[config.mk]
export PLATFORM = sky130hd
export DESIGN_NAME = puf_challenge_sequencer_flat
export DESIGN_NICKNAME = d
export VERILOG_FILES = /design/src/rtl/puf_challenge_sequencer_if.sv /design/src/rtl/puf_challenge_sequencer.sv /design/src/flat_wrapper.sv
export SDC_FILE = /design/constraint.sdc
export NUM_CORES = 1
export LEC_CHECK = 0
export BUFFER_PORTS_ARGS = -buffer_cell sky130_fd_sc_hd__buf_2
export CAP_MARGIN = 25
export CORE_UTILIZATION = 50
export DETAILED_ROUTE_END_ITERATION = 7
export PLACE_DENSITY = 0.78
export SETUP_SLACK_MARGIN = 0.2
export SYNTH_ARGS = -nofsm -noshare
export SYNTH_HDL_FRONTEND = slang
export SYNTH_SLANG_ARGS = --single-unit
export TNS_END_PERCENT = 5
[constraint.sdc]
create_clock -name clk -period 3.85 [get_ports clk]
set_clock_uncertainty 0.1 [all_clocks]
set_input_delay 0.385 -clock clk [delete_from_list [all_inputs] [get_ports clk]]
set_output_delay 0.385 -clock clk [all_outputs]
set_load 0.005 [all_outputs]
[src/rtl/puf_challenge_sequencer_if.sv]
// puf_challenge_sequencer_if
//   Valid/ready hand-off bundle for packed PUF response words.
//   master : sequencer side, drives resp_word / resp_valid, receives resp_ready
//   slave  : consumer side, receives resp_word / resp_valid, drives resp_ready
// Signals
//   resp_word   N_RESP  packed responses, first sampled bit at bit 0
//   resp_valid  1       resp_word holds a complete word
//   resp_ready  1       consumer takes the word when valid & ready
interface puf_challenge_sequencer_if #(
  parameter int N_RESP = 32
) ();

  logic [N_RESP-1:0] resp_word;
  logic              resp_valid;
  logic              resp_ready;

  modport master (
    output resp_word,
    output resp_valid,
    input  resp_ready
  );

  modport slave (
    input  resp_word,
    input  resp_valid,
    output resp_ready
  );

endinterface

[src/rtl/puf_challenge_sequencer.sv]
// puf_challenge_sequencer
//   Waits for the TRNG challenge shift register to be completely refilled,
//   latches the challenge onto the PUF, lets it settle, samples the 1-bit
//   response and packs N_RESP responses into a word that is handed off over
//   a valid/ready interface.
// Ports
//   clk            in   1      rising-edge clock
//   rst_n          in   1      asynchronous active-low reset
//   run            in   1      level, keep producing response words while high
//   C_in           in   N_CB   live challenge from the generator
//   challenge_out  out  N_CB   challenge latched for the PUF
//   puf_en         out  1      PUF evaluation enable
//   puf_resp       in   1      PUF response bit
//   busy           out  1      sequencer not idle
//   word_count     out  16     accepted words, saturating
//   resp_if        master      resp_word / resp_valid / resp_ready hand-off
module puf_challenge_sequencer #(
  parameter int N_CB   = 64,
  parameter int N_RNG  = 4,
  parameter int SETTLE = 8,
  parameter int N_RESP = 32
) (
  input  logic                      clk,
  input  logic                      rst_n,
  input  logic                      run,
  input  logic [N_CB-1:0]           C_in,
  output logic [N_CB-1:0]           challenge_out,
  output logic                      puf_en,
  input  logic                      puf_resp,
  output logic                      busy,
  output logic [15:0]               word_count,
  puf_challenge_sequencer_if.master resp_if
);

  localparam int REFILL_CYC = N_CB / N_RNG;
  localparam int CNT_MAX    = (REFILL_CYC > SETTLE) ? REFILL_CYC : SETTLE;
  localparam int CW         = (CNT_MAX > 1) ? $clog2(CNT_MAX) : 1;
  localparam int BW         = (N_RESP > 1) ? $clog2(N_RESP) : 1;

  // Refuse to elaborate with a refill time that is not a whole number of
  // cycles or a zero settle time.
  if ((N_CB % N_RNG) != 0) begin : g_bad_rng
    $error("puf_challenge_sequencer: N_CB must be a multiple of N_RNG");
  end
  if (SETTLE < 1) begin : g_bad_settle
    $error("puf_challenge_sequencer: SETTLE must be at least 1");
  end
  if (N_RESP < 2) begin : g_bad_resp
    $error("puf_challenge_sequencer: N_RESP must be at least 2");
  end

  localparam logic [2:0] ST_IDLE   = 3'd0;
  localparam logic [2:0] ST_REFILL = 3'd1;
  localparam logic [2:0] ST_APPLY  = 3'd2;
  localparam logic [2:0] ST_SETTLE = 3'd3;
  localparam logic [2:0] ST_SAMPLE = 3'd4;
  localparam logic [2:0] ST_OUTPUT = 3'd5;

  logic [2:0]        state;
  logic [2:0]        state_nxt;
  logic [CW-1:0]     cnt;
  logic [BW-1:0]     bit_cnt;
  logic [N_RESP-1:0] sr;
  logic [N_RESP-1:0] sr_shift;
  logic              refill_done;
  logic              settle_done;
  logic              last_bit;

  assign refill_done = (cnt == CW'(REFILL_CYC - 1));
  assign settle_done = (cnt == CW'(SETTLE - 1));
  assign last_bit    = (bit_cnt == BW'(N_RESP - 1));

  // New bits enter at the top so the first sampled bit ends up at bit 0
  // once a full word has been shifted in.
  assign sr_shift = {puf_resp, sr[N_RESP-1:1]};

  // Next-state decision. A SAMPLE that completes the word always goes to
  // OUTPUT so the word is delivered even if run has already dropped.
  always_comb begin
    state_nxt = state;
    case (state)
      ST_IDLE:   if (run) state_nxt = ST_REFILL;
      ST_REFILL: if (refill_done) state_nxt = ST_APPLY;
      ST_APPLY:  state_nxt = ST_SETTLE;
      ST_SETTLE: if (settle_done) state_nxt = ST_SAMPLE;
      ST_SAMPLE: begin
        if (last_bit)  state_nxt = ST_OUTPUT;
        else if (run)  state_nxt = ST_REFILL;
        else           state_nxt = ST_IDLE;
      end
      ST_OUTPUT: if (resp_if.resp_ready) state_nxt = run ? ST_REFILL : ST_IDLE;
      default:   state_nxt = ST_IDLE;
    endcase
  end

  // All outputs are registered. busy follows the next state so it changes
  // on the same edge as the state register. cnt is reused for both the
  // refill wait and the settle wait and always returns to zero on exit.
  always_ff @(posedge clk or negedge rst_n) begin
    if (!rst_n) begin
      state              <= ST_IDLE;
      busy               <= 1'b0;
      cnt                <= '0;
      bit_cnt            <= '0;
      sr                 <= '0;
      challenge_out      <= '0;
      puf_en             <= 1'b0;
      word_count         <= '0;
      resp_if.resp_word  <= '0;
      resp_if.resp_valid <= 1'b0;
    end else begin
      state <= state_nxt;
      busy  <= (state_nxt != ST_IDLE);
      case (state)
        ST_IDLE: cnt <= '0;
        ST_REFILL: cnt <= refill_done ? '0 : cnt + 1'b1;
        ST_APPLY: begin
          challenge_out <= C_in;
          puf_en        <= 1'b1;
          cnt           <= '0;
        end
        ST_SETTLE: cnt <= settle_done ? '0 : cnt + 1'b1;
        ST_SAMPLE: begin
          puf_en <= 1'b0;
          cnt    <= '0;
          if (last_bit) begin
            sr                 <= sr_shift;
            resp_if.resp_word  <= sr_shift;
            resp_if.resp_valid <= 1'b1;
            bit_cnt            <= '0;
          end else if (run) begin
            sr      <= sr_shift;
            bit_cnt <= bit_cnt + 1'b1;
          end else begin
            // Stopping mid-word throws the partial word away.
            sr      <= '0;
            bit_cnt <= '0;
          end
        end
        ST_OUTPUT: begin
          if (resp_if.resp_ready) begin
            resp_if.resp_valid <= 1'b0;
            cnt                <= '0;
            if (word_count != 16'hFFFF) word_count <= word_count + 16'd1;
          end
        end
        default: cnt <= '0;
      endcase
    end
  end

endmodule
[src/flat_wrapper.sv]
// flat-port wrapper written by rule: the top's interface ports become plain ports
module puf_challenge_sequencer_flat 
#(
  parameter int N_CB   = 64,
  parameter int N_RNG  = 4,
  parameter int SETTLE = 8,
  parameter int N_RESP = 32
)
  (clk, rst_n, run, C_in, challenge_out, puf_en, puf_resp, busy, word_count, resp_if_resp_word, resp_if_resp_valid, resp_if_resp_ready);
  puf_challenge_sequencer_if #(.N_RESP(N_RESP)) resp_if_i ();
  input  logic clk;
  input  logic rst_n;
  input  logic run;
  input  logic [N_CB-1:0] C_in;
  output logic [N_CB-1:0] challenge_out;
  output logic puf_en;
  input  logic puf_resp;
  output logic busy;
  output logic [15:0] word_count;
  output wire logic [$bits(resp_if_i.resp_word)-1:0] resp_if_resp_word;
  output wire logic [$bits(resp_if_i.resp_valid)-1:0] resp_if_resp_valid;
  input wire logic [$bits(resp_if_i.resp_ready)-1:0] resp_if_resp_ready;
  assign resp_if_resp_word = resp_if_i.resp_word;
  assign resp_if_resp_valid = resp_if_i.resp_valid;
  assign resp_if_i.resp_ready = resp_if_resp_ready;
  puf_challenge_sequencer #(.N_CB(N_CB), .N_RNG(N_RNG), .SETTLE(SETTLE), .N_RESP(N_RESP)) u_core (.clk(clk), .rst_n(rst_n), .run(run), .C_in(C_in), .challenge_out(challenge_out), .puf_en(puf_en), .puf_resp(puf_resp), .busy(busy), .word_count(word_count), .resp_if(resp_if_i));
endmodule
# After elaboration in Yosys (flattened, before gate mapping)
# Index checks and enable logic that the tools add are counted.
# op_classes
n_reduce_logical	7
eq_ne	11
n_mux	19
add_sub_neg	3
# op_table
cell	n
32-bit two-way mux	2
3-bit one-hot mux with 6 select lines	1
16-bit by 1-bit adder with 16-bit output, second input constant	1
16-bit != test, second input constant	1
3-bit two-way mux	5
4-bit two-way mux	3
4-bit one-hot mux with 3 select lines	1
5-bit two-way mux	2
3-bit by 2-bit equality test with 1-bit output, second input constant	2
3-bit equality test, second input constant	2
3-bit AND reduction	2
5-bit by 1-bit adder with 5-bit output, second input constant	1
5-bit equality test, second input constant	1
4-bit by 1-bit adder with 4-bit output, second input constant	1
4-bit by 3-bit equality test with 1-bit output, second input constant	1
4-bit equality test, second input constant	1
1-bit one-hot mux with 2 select lines	2
2-bit nonzero test	2
3-bit by 1-bit equality test with 1-bit output, second input constant	1
3-bit logical NOT	1
1-bit two-way mux	3
3-bit nonzero test	1
2-bit by 1-bit != test with 1-bit output, second input constant	1
2-bit != test, second input constant	1
2-bit AND reduction	1
# totals
wordCells	50
regBits	159
input_bits	69
output_inout_bits	115

# Longest topological paths before layout
# logic_depth
word_depth	4
depth_mapped	7
ltp_nobuf	7

# Worst setup path before layout
# OpenSTA, ideal clock, no wires.
# synth_path
kind	reg-to-reg
start	register u_core.bit_cnt[0]
end	register u_core.busy
required_time_ps	3619
arrival_time_ps	1833
period_less_slack_ps	2064
path_stages_with_launch	8
setup_ps	131
n_path_buf	0
path_slack_ps	1786
path_cell_list	dfrtp_1 -> ha_1 -> and3_1 -> ha_1 -> inv_1 -> nor2_8 -> a311o_2 -> or3_1
# synth_via
elab_chain_len	4
# synth_lines
element	line_no	source
start, declared	puf_challenge_sequencer.sv:62	logic [BW-1:0] bit_cnt;
start signal, assigned	puf_challenge_sequencer.sv:133	bit_cnt <= bit_cnt + 1'b1;
5-bit equality test	puf_challenge_sequencer.sv:71	assign last_bit = (bit_cnt == BW'(N_RESP - 1));
3-bit two-way mux	puf_challenge_sequencer.sv:87	if (last_bit) state_nxt = ST_OUTPUT;
3-bit one-hot mux with 6 select lines	puf_challenge_sequencer.sv:81	case (state)
named net u_core.state_nxt[2]	puf_challenge_sequencer.sv:60	logic [2:0] state_nxt;
3-bit nonzero test	puf_challenge_sequencer.sv:113	busy <= (state_nxt != ST_IDLE);
end signal, assigned	puf_challenge_sequencer.sv:113	
end, declared	puf_challenge_sequencer.sv:30	output logic busy,
# The timed path passes the listed nets, and every way through them passes these cells.
# A chain may end at the register's enable or synchronous reset.

# Worst setup path after layout
# layout_path
start	register u_core.state[2]
end	register u_core.resp_if.resp_word[19]
# layout_via
elab_chain_len	2
# layout_lines
element	line_no	source
start, declared	puf_challenge_sequencer.sv:59	logic [2:0] state;
start signal, assigned	puf_challenge_sequencer.sv:112	state <= state_nxt;
3-bit equality test	puf_challenge_sequencer.sv:114	case (state)
2-bit AND reduction (no line)	--	
end signal, assigned	puf_challenge_sequencer.sv:128	resp_if.resp_word <= sr_shift;
end, declared	puf_challenge_sequencer_if.sv:18	output resp_word,
# No other way between the ends.

==> impl_metrics.json <==
{
  "p_per_area_nw_per_um2": 626,
  "post-route-period-util": 0.601,
  "yosysTopAreaCell": "dfrtp_1",
  "grt_pass1_vias": 4111,
  "clk_latency_ns": 0.41,
  "rsz0062_at_grt": "false",
  "sw_frac_of_total": 0.246,
  "wirelength_mm": 12.1,
  "power_leakage_nw": 4.31,
  "fillers": 923,
  "end_kind": "flop",
  "final_cell_mix": "buf_2, dfrtp_1, mux2_2",
  "clkPwrFrac": 0.367,
  "drv_slew": 0,
  "syn_nets": 501,
  "slew_headroom": 0.465,
  "critPathSlowestCell": "dfrtp_1",
  "tightest_slew_ns": 0.802,
  "layout-drive-gt1-share": 0.525,
  "synth-edff-count": 0,
  "r2r_setup_slack_ns": 1.54,
  "cts_num_sinks": 158,
  "overflow": 0,
  "outcome": "completed",
  "worstPathCellList": "or3b_1, buf_4, nor2_8, mux2_2",
  "routedWlPerCell_um": 15.2,
  "path_class": "reg2reg",
  "layout_commonest_cell": "buf_2",
  "ys_seq_elements": 158,
  "p_comb_frac": 0.190,
  "cp.required_ns": 4.05,
  "whs_path_depth": 2,
  "synthDistinctLibCells": 46,
  "hold_path.class": "in2reg",
  "cp.arrival_ns": 2.51,
  "tns_ns": 0,
  "fin_nets": 688,
  "postCtsSetupBuffers": 0,
  "path_max_fanout": 42,
  "vias_per_cell": 5.11,
  "ys_async_sr_fraction": 1.00,
  "syn_area_sq_um": 6260,
  "cts_max_level": 4,
  "total_power_mw": 5.00,
  "rows": 40,
  "n_antenna_cell": 0,
  "die_y_um": 114,
  "dp_hpwl_mm": 8.28,
  "synthTopCellsByArea": "dfrtp_1, mux2_2, a22o_1",
  "post-route-min-period_ns": 2.31,
  "p_sw_mw": 1.23,
  "hold_viol_final": 0,
  "grt_max_degree": 76,
  "rr_worst_depth": 4,
  "p_int_mw": 3.77,
  "fin_hold_ws_ns": 0.104,
  "root_buffer": "clkbuf_16",
  "portBuffers": 183,
  "maxClockFrequency_ghz": 0.432,
  "die_x_um": 114,
  "first_pass_iters": 4,
  "setup_viol": 0,
  "io_pins": 184,
  "fp.coreArea_sq_um": 12100,
  "die_area_sq_um": 13000,
  "num_vias": 4059,
  "cts_resized": 0,
  "cpPeakStageDelay_ns": 0.52,
  "clk_pin_slew_ns": 0.06,
  "gr-usage-all-layers": 0.196,
  "synth.avg_cell_area_sq_um": 14.6,
  "drcViolationCount": 0,
  "postRouteAntennaNets": 0,
  "ys.warnings.count": 0,
  "pwr-share-seq": 0.443,
  "synth-main-ff-cell": "dfrtp_1",
  "cts_inserted_buffers": 17,
  "place_congestion": 0.800,
  "clock_path_buffers": 2,
  "start_util": 0.517,
  "cts_tree": "built",
  "peakVddDrop_mv": 0.279,
  "synth_top_area_share": 0.632,
  "netlist_instances": 428,
  "maxCapViolCount": 0,
  "antenna_found_initial": 0,
  "synth-seq-area-share": 0.632,
  "drt_iter0_markers": 168,
  "worst_setup_path_start_kind": "flop",
  "grt_first_pass_wirelength_mm": 19.7,
  "area_delta_synth_final_pct": 27.5
}
==> stage by stage <==
stage	utilization	worst slack [ns]	cells	instance area (sq um)
3_3_place_gp	0.602	1.43	762	7290
6_report	0.659	1.54	795	7980
4_1_cts	0.658	1.31	794	7970
3_5_place_dp	0.602	1.31	762	7290
5_1_grt	0.659	1.40	795	7980
2_1_floorplan	-	1.79	428	6260
==> cells in the mapped netlist (all sizes together), types with 2 or more instances <==
cell type,instances
nand2,16
ha,4
a31oi,2
a22o,32
xnor2,2
xor2,10
dfrtp,158
buf,20
mux2,99
or3,2
nand3,9
nor4,4
clkbuf,2
nor2,14
inv,3
nand4,7
a21oi,3
nand2b,4
nor2b,3
o21ai,8
and3,2
nor3,5
a21o,3
==> worst paths after layout <==
path                                                from                                       end
max reg2reg                    u_core.state[2]$_DFF_PN0_  u_core.resp_if.resp_word[19]$_DFFE_PN0N_
min                                             C_in[20]      u_core.challenge_out[20]$_DFFE_PN0P_
max in group asynchronous                          rst_n      u_core.challenge_out[14]$_DFFE_PN0P_
min reg2reg                u_core.bit_cnt[3]$_DFFE_PN0P_             u_core.bit_cnt[3]$_DFFE_PN0P_
max                            u_core.state[2]$_DFF_PN0_  u_core.resp_if.resp_word[19]$_DFFE_PN0N_
min in group asynchronous                          rst_n      u_core.challenge_out[13]$_DFFE_PN0P_
==> power groups by stage <==
stage	Combinational (mW)	Clock (mW)	Sequential [mW]
2_1_floorplan	0.481	0	2.25
3_3_place_gp	0.933	0	2.22
3_5_place_dp	0.969	0	2.25
4_1_cts	0.969	1.88	2.22
5_1_grt	1.06	1.95	2.27
6_report	0.949	1.83	2.22
==> worst max-delay path, delay by kind of cell (launching register included) <==
| family | cells | cell delay (ns) |
|---|---|---|
| buffers and inverters | 1 | 0.27 |
| flip-flops | 1 | 0.52 |
| multiplexers | 1 | 0.41 |
| AND/OR/NAND/NOR | 2 | 0.88 |
==> what timing repair did <==
item,4_1_cts,5_1_grt
setup endpoints to repair,0,0
hold buffers,1,0
hold endpoints to repair,72,0
==> sequential cells by signal, indices dropped and copies added (netlist names) <==
register	cells
u_core.bit_cnt	5
u_core.busy	1
u_core.challenge_out	64
u_core.cnt	4
u_core.puf_en	1
u_core.resp_if.resp_valid	1
u_core.resp_if.resp_word	32
u_core.sr	31
u_core.state	3
u_core.word_count	16
==> layout make-up <==
class | instances | area (sq um) | share of cell area
Sequential cell | 158 | 3950 | 0.495
Multi-Input combinational cell | 245 | 2160 | 0.271
Timing Repair Buffer | 190 | 985 | 0.123
Clock buffer | 19 | 453 | 0.0568
Tap cell | 168 | 210 | 0.0263
Clock inverter | 12 | 208 | 0.0260
Inverter | 3 | 11.3 | 0.00141
==> metal layers <==
metal  part of all wire  track usage  up-vias
met1               0.43        0.244     1994
met2               0.49        0.321      133
met4              0.016       0.0823        0
met3              0.063       0.0595       14
met5                  0            0        -
li1                   -            -     1918
==> kinds of logic after synthesis <==
kind of cell	after synthesis	synth area share
compound gates	54	0.0674
buf+inv	25	0.0242
fa+ha+maj	4	0.00800
simple gates	75	0.0720
mux	100	0.180
flops	158	0.632
xor+xnor	12	0.0168
Power figures use the tool's default switching activity.
